[src/rtl/riscv_lsu.sv]
// riscv_lsu: single-outstanding load/store unit driving a word-addressed RAM with one-cycle registered reads.
// Sub-word stores are done as read-modify-write over the ADDR/DATA states.
module riscv_lsu (
    input  logic        clk,
    input  logic        reset,
    input  logic        req_valid,
    output logic        req_ready,
    input  logic        req_write,
    input  logic [2:0]  req_funct3,
    input  logic [31:0] req_addr,
    input  logic [31:0] req_wdata,
    output logic        resp_valid,
    output logic        resp_error,
    output logic [31:0] resp_rdata,
    output logic [31:0] ram_adress,
    output logic [31:0] data_out_ram,
    output logic        ram_enable_write,
    input  logic [31:0] data_in_ram
);
    localparam logic [1:0] IDLE = 2'd0;
    localparam logic [1:0] ADDR = 2'd1;
    localparam logic [1:0] DATA = 2'd2;

    logic [1:0]  state_q, state_d;
    logic [2:0]  f3_q, f3_d;
    logic [1:0]  lane_q, lane_d;
    logic [15:0] wdata_q, wdata_d;
    logic        write_q, write_d;
    logic [31:0] adr_q, adr_d, dout_q, dout_d, rdata_q, rdata_d;
    logic        we_q, we_d, rv_q, rv_d, re_q, re_d;
    logic        legal, mis, err;
    logic [7:0]  rd_byte;
    logic [15:0] rd_half;
    logic [31:0] ld_val, merged;

    assign req_ready        = state_q == IDLE;
    assign ram_adress       = adr_q;
    assign data_out_ram     = dout_q;
    assign ram_enable_write = we_q;
    assign resp_valid       = rv_q;
    assign resp_error       = re_q;
    assign resp_rdata       = rdata_q;

    assign legal = req_write ? req_funct3 <= 3'd2 : !(req_funct3 == 3'd3 || req_funct3 >= 3'd6);
    assign mis   = (req_funct3[1:0] == 2'd2 && req_addr[1:0] != 2'd0) || (req_funct3[1:0] == 2'd1 && req_addr[0]);
    assign err   = !legal || mis;

    assign rd_byte = data_in_ram[{lane_q, 3'b000} +: 8];
    assign rd_half = data_in_ram[{lane_q[1], 4'b0000} +: 16];
    assign ld_val  = f3_q == 3'd0 ? {{24{rd_byte[7]}}, rd_byte} :
                     f3_q == 3'd4 ? {24'h0, rd_byte} :
                     f3_q == 3'd1 ? {{16{rd_half[15]}}, rd_half} :
                     f3_q == 3'd5 ? {16'h0, rd_half} : data_in_ram;

    // Replace only the addressed lane of the word just read back.
    always_comb begin
        merged = data_in_ram;
        if (f3_q[0])
            merged[{lane_q[1], 4'b0000} +: 16] = wdata_q;
        else
            merged[{lane_q, 3'b000} +: 8] = wdata_q[7:0];
    end

    always_comb begin
        state_d = state_q;
        f3_d    = f3_q;
        lane_d  = lane_q;
        wdata_d = wdata_q;
        write_d = write_q;
        adr_d   = adr_q;
        dout_d  = dout_q;
        rdata_d = rdata_q;
        we_d    = 1'b0;
        rv_d    = 1'b0;
        re_d    = 1'b0;
        case (state_q)
            IDLE: if (req_valid) begin
                if (err) begin
                    rv_d    = 1'b1;
                    re_d    = 1'b1;
                    rdata_d = 32'h0;
                end else begin
                    adr_d   = {2'b00, req_addr[31:2]};
                    f3_d    = req_funct3;
                    lane_d  = req_addr[1:0];
                    wdata_d = req_wdata[15:0];
                    write_d = req_write;
                    if (req_write && req_funct3 == 3'd2) begin
                        dout_d  = req_wdata;
                        we_d    = 1'b1;
                        rv_d    = 1'b1;
                        rdata_d = 32'h0;
                    end else
                        state_d = ADDR;
                end
            end
            ADDR: state_d = DATA;
            DATA: begin
                state_d = IDLE;
                rv_d    = 1'b1;
                rdata_d = write_q ? 32'h0 : ld_val;
                dout_d  = write_q ? merged : dout_q;
                we_d    = write_q;
            end
            default: state_d = IDLE;
        endcase
    end

    always_ff @(posedge clk or posedge reset) begin
        if (reset) begin
            state_q <= IDLE;
            f3_q    <= 3'd0;
            lane_q  <= 2'd0;
            wdata_q <= 16'h0;
            write_q <= 1'b0;
            adr_q   <= 32'h0;
            dout_q  <= 32'h0;
            rdata_q <= 32'h0;
            we_q    <= 1'b0;
            rv_q    <= 1'b0;
            re_q    <= 1'b0;
        end else begin
            state_q <= state_d;
            f3_q    <= f3_d;
            lane_q  <= lane_d;
            wdata_q <= wdata_d;
            write_q <= write_d;
            adr_q   <= adr_d;
            dout_q  <= dout_d;
            rdata_q <= rdata_d;
            we_q    <= we_d;
            rv_q    <= rv_d;
            re_q    <= re_d;
        end
    end
endmodule

[config.mk]
export PLATFORM = sky130hd
export DESIGN_NAME = riscv_lsu
export DESIGN_NICKNAME = d
export VERILOG_FILES = /design/src/rtl/riscv_lsu.sv
export SDC_FILE = /design/constraint.sdc
export NUM_CORES = 1
export LEC_CHECK = 0
export ABC_AREA = 1
export BUFFER_PORTS_ARGS = -buffer_cell sky130_fd_sc_hd__buf_2
export CAP_MARGIN = 10
export CORE_ASPECT_RATIO = 0.7
export CORE_MARGIN = 5
export CORE_UTILIZATION = 53
export CTS_BUF_LIST = sky130_fd_sc_hd__clkbuf_4 sky130_fd_sc_hd__clkbuf_8 sky130_fd_sc_hd__clkbuf_16
export DETAILED_ROUTE_END_ITERATION = 10
export HOLD_SLACK_MARGIN = 0.12
export PLACE_DENSITY = 0.81
export SLEW_MARGIN = 20
export SYNTH_ARGS = -nofsm -noshare
export SYNTH_HDL_FRONTEND = slang
export SYNTH_SLANG_ARGS = --single-unit
[constraint.sdc]
create_clock -name clk -period 4 [get_ports clk]
set_input_delay 0.2 -clock clk [delete_from_list [all_inputs] [get_ports clk]]
set_output_delay 0.2 -clock clk [all_outputs]
set_load 0.01 [all_outputs]
==> results of run 1 <==
-- cells in the mapped netlist (all sizes together) --
library cell	count
o21ai	70
nand3	127
nor2	34
ha	5
clkbuf	13
or2	8
nand2	536
a21oi	51
inv	92
dfrtp	121
conb	1
buf	47
-- layout make-up --
class / count / area, um^2 / area share
clock buffer: 18 / 439.2 / 0.04594
clock inverter: 14 / 185.2 / 0.01937
sequential: 121 / 3029 / 0.3169
antenna: 1 / 2.502 / 0.0002618
inverter: 92 / 352.8 / 0.03691
multi-input combinational: 833 / 3592 / 0.3758
tap: 185 / 231.5 / 0.02421
timing repair buffer: 273 / 1727 / 0.1806
-- flip-flops by register name, summed over array words and instances, names as in the netlist, 2 cells and up --
name and flops:
wdata_q 16, state_q 2, f3_q 3, data_out_ram 32, resp_rdata 32, ram_adress 30
lane_q 2
-- cell families (layout without fill, tap and decap cells) --
kind of cell,after synthesis,count (layout),synth area share
compound gates,121,121,0.08310
other cells,1,3,0.0005146
simple gates,705,705,0.3999
fa+ha+maj,5,5,0.008585
flops,121,121,0.4155
buf+inv,152,397,0.09238
-- final timing paths --
kind | end | from | cells past startpoint | slack (ns)
setup / recovery | ram_adress[29] | req_funct3[0] | 9 | 1.46
hold / removal | data_out_ram[20] | req_wdata[20] | 4 | 0.14
setup reg to reg | data_out_ram[22] | lane_q[1] | 11 | 1.51
hold reg to reg | resp_rdata[26] | resp_rdata[26] | 2 | 0.48
max in group asynchronous | f3_q[0] | reset | 4 | 2.75
min in group asynchronous | ram_adress[23] | reset | 3 | 0.46
-- worst max-delay path: cells and delay by family --
kind	cells	cell delay, ns
buffers and inverters	3	1.28
and+or+nand+nor	5	1.22
AOI/OAI and AO/OA	1	0.10
-- stage by stage --
| step | area [um^2] | cells | hold WS, ns |
|---|---|---|---|
| 2_1_floorplan | 7291 | 1106 | 0.3285 |
| 3_3_place_gp | 8269 | 1438 | 0.4040 |
| 3_5_place_dp | 8269 | 1438 | 0.4031 |
| 4_1_cts | 9554 | 1536 | 0.1337 |
| 5_1_grt | 9557 | 1536 | 0.1413 |
| 6_report | 9559 | 1537 | 0.1386 |
-- timing repair --
action                                  4_1_cts  5_1_grt
endpoints found under the hold margin       137        0
hold buffers                                 66        0
endpoints found under the setup margin        0        0
-- routing by layer --
metal,GRT usage,wire [um]
met5,0,0
met4,0.1025,775
met3,0.09217,3147
met2,0.4684,10870
met1,0.4579,10920
-- where the power goes --
group          internal, mW  switching [mW]  total, mW
Clock                  1.01           0.623       1.63
Sequential             1.60           0.309       1.91
Combinational         0.780            1.42       2.20
-- cells in the final DEF, fill, tap and decap left out --
cell type,instances
a21oi_1,51
buf_12,1
buf_2,200
buf_4,6
bufinv_16,3
clkbuf_16,17
clkbuf_8,1
clkinv_4,2
clkinvlp_4,3
conb_1,2
dfrtp_1,120
dfrtp_2,1
diode_2,1
dlygate4sd3_1,66
ha_1,5
inv_1,80
inv_2,9
inv_4,3
inv_6,5
inv_8,1
nand2_1,531
nand2_2,4
nand2_4,1
nand3_1,123
nand3_2,4
nor2_1,26
nor2_2,3
nor2_4,4
nor2_8,1
o21ai_0,58
o21ai_1,12
or2_1,4
or2_2,4
==> results by stage, run 1 <==
Global routing:
- Global routing finished with a remaining overflow of 0.
- Entering global routing, the biggest net connects 63 pins.
- The first-pass GRT wire length is 40.64 mm.
- The via count of the first global-routing pass is 7698.
- The initial antenna violation count is 0.
- For this run, the total global-route usage over all layers was measured as 0.3199.

Floorplan:
- The die covers 0.01623 mm^2.
- The starting utilization of the core area is 0.5474.
- The count of boundary I/O pins is between 200 and 250.
- The vertical die dimension is roughly 110 um.
- The site row count is 35.
- The core footprint is 0.01331 mm^2.
- The horizontal die dimension is ~150 um.

STA:
- The count of pins over their slew limit is 0.
- The worst path needs 2.541 ns of the cycle, external delays included.
- For the final routed database, the setup TNS stands at 0 ns.
- For the pin with the worst max-slew slack, the measured transition is 0.9709 ns.
- The final number of hold-violating endpoints is 0.
- The minimum setup slack in the final design is 1.459 ns.
- Setup violations remaining at the end of the flow were counted as 0.
- The highest clock frequency the design can meet is 0.3936 GHz.
- Setup repair after global routing left no endpoint under its margin.
- The relative max-transition margin is 0.3520.
- Dividing the final minimum period by the clock period gives 0.6351.
- The clock skew after layout is 0.01325 ns.

Worst hold path:
- The worst hold path class is in -> reg.

Critical path:
- Traced cell by cell, the critical path runs through dlygate4sd3_1, buf_2, nor2_1, nand2_1, nand2_1, nand3_2, buf_4, nand2_1, o21ai_0.
- The startpoint-to-endpoint class of the critical path is in -> reg.
- The critical path capture point type is a flop.
- The arrival time at the worst endpoint is 2.82 ns.
- Of all nets on the critical path, the largest fanout is 55.
- STA classifies the critical path startpoint as an input port.
- The most numerous cell type found on the critical path is nand2_1.
- The required arrival time at the worst endpoint is 4.28 ns.
- The slowest stage of the critical path is the nand3_2 cell.
- On the worst path, the slowest cell contributes a delay of 0.74 ns.

CTS:
- The clock tree buffer depth is 2.
- The clock reaches the later pin of the worst-skew pair after 0.43 ns.
- The clock-pin slew reported for the worst setup and hold paths after clock tree synthesis is 0.06 ns.
- TritonCTS built the clock tree.
- The TritonCTS buffer count is 17.
- The count of buffers added by post-CTS timing repair for setup is 0.
- In this run the clock root is driven by a clkbuf_16.
- The number of clock sinks is 121.
- The total of cells resized after clock tree synthesis is 0.
- CTS built an H-tree with a depth of 4.

Route:
- The number of detailed-routing iterations run before antenna repair is 6.
- The ratio of routed vias to standard cells is 5.398.
- After detailed routing, the average wire length per cell comes to 16.73 um.
- The number of violations reported at the end of detailed-routing iteration 0 is 1026.
- The overall via count from detail_route is 8297.
- The detail route stage leaves a number of antenna-violating nets equal to 0.
- The final layout contains routed wiring with a total length of approximately 26 mm.
- For this run, design rule violations remaining after detail routing come to 0.

Synth:
- The number of library cell types mapped by synthesis is 25.
- Averaged over all synthesized cells, the footprint is 6.595 um^2.
- The count of yosys warnings during synthesis is 0.
- The sequential cell area fraction in the yosys report is 0.4155.
- The mapped cell area is 0.007287 mm^2.
- The largest area contributor in the synthesized netlist is dfrtp_1.
- The portion of synthesized cell area occupied by the leading cell type is 0.4155.
- The post-synthesis register bit count is 121.
- Yosys attributes the largest share of cell area to dfrtp_1, nand2_1, nand3_1.
- Synthesis produced a netlist whose cell count is 1105.

Power:
- The cell leakage power is about 5.5 nW.
- Total power for the finished layout comes to 5.749 mW.
- The total power per unit cell area is 601.4 mW/mm^2.
- The highest ir drop seen on vdd is about 0.00032 V.

Placed design:
- Detailed placement finished with a half-perimeter wire length of 17.33 mm.
- The final weighted congestion of routability-driven global placement is 1.035.
- At the placement stage, the worst setup path has a slack of 1.635 ns.
- The number of I/O port buffers is 200.

Run:
- The count of maximum capacitance violations is 0.

Final layout:
- The final net count is around 1400.
- In the final layout, the share of cells above drive strength 1 is 0.2021.
- Compared with the post-synthesis result, the final layout area differs by 31.18%.
- The number of fill cells is roughly 1100.
- The final core utilization is 0.7180.

Outcome:
- The run finished with clean final reports.
Note: power is estimated with default switching activity, not from simulation.
==> inputs of run 2 (changes only) <==
--- a/config.mk
+++ b/config.mk
@@ -5,16 +5,16 @@
 export SDC_FILE = /design/constraint.sdc
 export NUM_CORES = 1
 export LEC_CHECK = 0
-export ABC_AREA = 1
+export ABC_AREA = 0
 export BUFFER_PORTS_ARGS = -buffer_cell sky130_fd_sc_hd__buf_2
 export CAP_MARGIN = 10
 export CORE_ASPECT_RATIO = 0.7
 export CORE_MARGIN = 5
-export CORE_UTILIZATION = 53
+export CORE_UTILIZATION = 47
 export CTS_BUF_LIST = sky130_fd_sc_hd__clkbuf_4 sky130_fd_sc_hd__clkbuf_8 sky130_fd_sc_hd__clkbuf_16
 export DETAILED_ROUTE_END_ITERATION = 10
 export HOLD_SLACK_MARGIN = 0.12
-export PLACE_DENSITY = 0.81
+export PLACE_DENSITY = 0.77
 export SLEW_MARGIN = 20
 export SYNTH_ARGS = -nofsm -noshare
 export SYNTH_HDL_FRONTEND = slang
==> constraint.sdc (replaced) <==
create_clock -name clk -period 2.29 [get_ports clk]
set_input_delay 0.1145 -clock clk [delete_from_list [all_inputs] [get_ports clk]]
set_output_delay 0.1145 -clock clk [all_outputs]
set_load 0.01 [all_outputs]
==> run 2 against run 1 <==
Effect of this change:
- critical path depth is 3 lower
- first-iteration DRC count is 42% lower
- clock skew is 0.0049 ns lower
- total power is 69% higher
- flip-flop and latch count stayed put
- count of clock-buffer cells in the layout is 1 lower
- routed wire length is 12% lower
- largest power group unchanged
==> results by stage, run 2 <==
Outcome:
- The flow ran to the end, and the final reports show no timing, DRC or antenna violations.

STA:
- The count of pins over their slew limit is 0 (unchanged).
- The slew at the pin with the worst max-slew slack was 0.8438 ns (-0.1271 ns).
- The final number of setup-violating endpoints is 0 (unchanged).
- Dividing the final minimum period by the clock period gives 0.9203.
- The final critical-path required period is 2.107 ns.
- The final number of hold-violating endpoints is 0 (unchanged).
- The highest clock frequency the design can meet is ~0.47 GHz.
- The minimum setup slack in the final design is 0.1825 ns (-1.277 ns).
- The clock skew after layout is 0.008371 ns (-0.004877 ns).
- Setup repair after global routing left no endpoint under its margin.
- The relative max-transition margin is 0.4294 (+0.07741).

Worst hold path:
- The worst min-delay path endpoint is data_out_ram[30].
- The hold path depth is 3 (-1).
- The launch point of the worst hold path is req_wdata[30].
- The worst hold path class is in -> reg.

Synth:
- The cell count after synthesis was 565 (-49%).
- The portion of synthesized cell area occupied by the leading cell type was 0.4387 (+0.02320).
- By instance count, the leading cell after synthesis is dfrtp_1.
- The number of enable flip-flop cells after synthesis is 0 (unchanged).
- After synthesis, the most frequently instantiated cells are dfrtp_1, mux2_4, a22o_1, a21oi_1, a221o_1.
- The fraction of synthesized cell area in xor and xnor cells is 0 (unchanged).
- After synthesis, the largest family of logic cells by area is multiplexers.
- The mapped cell area came to 0.006902 mm^2 (-5.3%).
- The fraction of registers with async set/reset is 1.000 (unchanged).
- The dominant synthesized flop cell is dfrtp_1.
- The number of library cell types mapped by synthesis came to 40 (+60%).
- The largest area contributor in the synthesized netlist is dfrtp_1.
- The adder-cell share of the synthesized area is 0.009065 (+0.0004794).
- The mux share of post-synthesis cell area is 0.2427 (+0.2427).
- The mean cell area of the mapped netlist was 12.22 um^2 (+85%).
- The post-synthesis register bit count is 121 (unchanged).
- The post-synthesis share of cell area spent on and, or, nand and nor gates is 0.04278 (-0.3571).
- The sequential cell area fraction in the yosys report was 0.4387 (+0.02320).
- The count of yosys warnings during synthesis came to 0 (unchanged).
- In the post-synthesis netlist, the biggest area contributors are dfrtp_1, mux2_4, a22o_1.
- The area fraction in compound gates after synthesis is 0.2076 (+0.1245).

Route:
- The number of detailed-routing iterations run before antenna repair is 5 (-1).
- The detailed-route wire length was 22.51 mm (-12%).
- The post-route met1 wirelength is 9.140 mm (-16%).
- The number of violations reported at the end of detailed-routing iteration 0 is 595 (-42%).
- The number of DRC violations after detailed routing came to 0 (unchanged).
- The average wire length per cell after detail routing is 21.86 um (+31%).
- The overall via count from detail_route is 6017 (-27%).
- The wire length on met2 is 10.17 mm (-6.4%).
- After detailed routing, no signal wire sits above met5.
- The ratio of routed vias to standard cells is 5.842 (+8.2%).
- The total met3 wirelength after detailed routing is 2.580 mm (-18%).
- The remaining antenna violation count after routing was 0 (unchanged).

CTS:
- TritonCTS built the clock tree.
- The number of clock sinks is 121 (unchanged).
- The count of buffers added by post-CTS timing repair for setup is 0 (unchanged).
- The clock tree buffer depth came to 2 (unchanged).
- The number of H-tree branching levels is 4 (unchanged).
- The TritonCTS buffer count is 17 (unchanged).
- The tree is rooted in a clkbuf_16.
- The later-pin clock latency in the skew report is 0.42 ns (about the same).
- The clock-pin slew reported for the worst setup and hold paths after clock tree synthesis was 0.06 ns (about the same).

Critical path:
- The worst register-to-register path ends at data_out_ram[20].
- The startpoint-to-endpoint class of the critical path is in -> reg.
- The depth of the worst register-to-register path was 6 (-5).
- The startpoint type of the worst setup path is an input port.
- The worst setup path is captured at a flop.
- The worst register-to-register path begins at lane_q[1].
- The required arrival time at the worst endpoint was 2.59 ns (-1.69 ns).
- The flop-to-flop setup slack is 0.18 ns (-1.33 ns).
- The arrival time at the worst endpoint was 2.41 ns (-0.41 ns).
- The maximum fanout along the worst path is 33 (-40%).

Power:
- The total power per unit cell area was 1036 mW/mm^2 (+72%).
- The highest ir drop seen on vdd is 0.0005005 V (+55%).
- The cell leakage power was 4.571 nW (-17%).

Floorplan:
- The starting utilization of the core area was 0.4748 (-0.07259).
- The count of boundary I/O pins came to 203 (unchanged).
- The core footprint is 0.01454 mm^2 (+9.2%).
- The vertical die dimension is 111.4 um (+3.0%).
- The horizontal die dimension is 154.8 um (+3.1%).
- The full die area was 0.01725 mm^2 (+6.2%).
- The site row count is 37 (+5.7%).

Final layout:
- The final net count is 930 (-36%).
- The library cell used most frequently in the layout, excluding fill and tap cells, is buf_2.
- The ratio of cells with drive above 1 in the final layout is 0.4251 (+0.2231).
- The number of standard cells in the layout, taps in and fillers out is 1030 (-33%).
- The area overhead of the layout relative to synthesis is 35.84%.
- In the layout the commonest cells are buf_2, dfrtp_1, dlygate4sd3_1.
- The number of diodes added for antenna fixing is 0 (-1).

Global routing:
- The overall fraction of global-route tracks in use is 0.2593 (-0.06059).
- The largest net degree at the start of global routing was 122 (+94%).
- The initial antenna violation count is 1 (+1).
- The first-pass GRT wire length is 35.01 mm (-14%).
- The via count of the first global-routing pass was 6261 (-19%).
- The leftover overflow at the end of global routing is 0 (unchanged).

Placed design:
- The placed instance count is 924 (-36%).
- The pre-CTS worst setup slack came to 0.1248 ns (-1.510 ns).
- The final weighted congestion of routability-driven global placement is 0.9160 (-11%).
- The number of I/O port buffers is 200 (unchanged).
- The HPWL reported at the end of detailed placement is 15.20 mm (-12%).

Run:
- The count of maximum capacitance violations is 0 (unchanged).
run 2: cell count changes in the layout (fill, tap and decap cells not counted), moves of 10 or more:
| cell | change |
|---|---|
| nand2_1 | -529 |
| mux2_4 | +58 |
| a221o_1 | +40 |
| o22ai_1 | +15 |
| o21ai_0 | -41 |
| a21oi_1 | -11 |
| mux2i_1 | +32 |
| inv_1 | -62 |
| nand3_1 | -123 |
| mux2_2 | +26 |
| o2bb2ai_1 | +11 |
| nor3_1 | +10 |
| o21ai_1 | -12 |
| a22o_1 | +54 |
run 2: metal layers:
metal | up-vias | track usage
met5 | - | 0
met3 | 60 | 0.09324
met4 | 2 | 0.09471
met1 | 2902 | 0.3450
li1 | 2695 | -
met2 | 358 | 0.3922
run 2: where the power goes:
part           internal (mW)  switching [mW]
Combinational           1.84            1.71
Clock                   1.73            1.10
Sequential              2.77           0.557
Total                   6.35            3.36
run 2: worst max path at each step:
stage,slack (ns),start,depth (start not counted),endpoint
after floorplan,0.01,lane_q[1],10,data_out_ram[10]
after global placement,-0.08,lane_q[1],6,data_out_ram[21]
after detailed placement,0.12,lane_q[1],6,data_out_ram[8]
after CTS,0.11,lane_q[1],6,data_out_ram[8]
after global routing,0.08,lane_q[1],6,data_out_ram[20]
final,0.18,req_addr[0],6,data_out_ram[29]
run 2: kinds of logic (layout without fill, tap and decap cells):
family | Yosys count | count (layout)
buf+inv | 74 | 343
fa+ha+maj | 5 | 5
simple gates | 54 | 54
other cells | 1 | 2
mux | 125 | 125
compound gates | 185 | 185
flops | 121 | 121
run 2: critical path: stages:
cell           delay [ns]
dlygate4sd3_1        0.53
buf_2                0.16
o41ai_2              0.60
a41o_2               0.34
buf_12               0.25
mux2_2               0.37
run 2: metrics by stage:
step	utilization	cell area, um^2	total power, mW	TNS [ns]	hold slack (ns)
global route	0.6449	9375	10.17	0	0.1294
global placement	0.5510	8009	6.611	-0.5968	0.3460
CTS	0.6447	9371	9.679	0	0.1228
floorplan	-	6929	5.531	0	0.2224
finish	0.6449	9375	9.714	0	0.1217
detailed placement	0.5514	8015	6.727	0	0.3512
run 2: area by class of cell:
class | instances | area [um^2]
fill | 1083 | 5161
multi-input combinational | 371 | 3483
sequential | 121 | 3030
timing repair buffer | 291 | 1923
clock buffer | 17 | 425.4
tap | 195 | 244.0
clock inverter | 15 | 190.2
inverter | 20 | 78.83
run 2: timing repair:
action                     4_1_cts  5_1_grt
hold buffers                    74        0
setup endpoints to repair        0        5
resized for setup                0        1
hold endpoints to repair       209        0
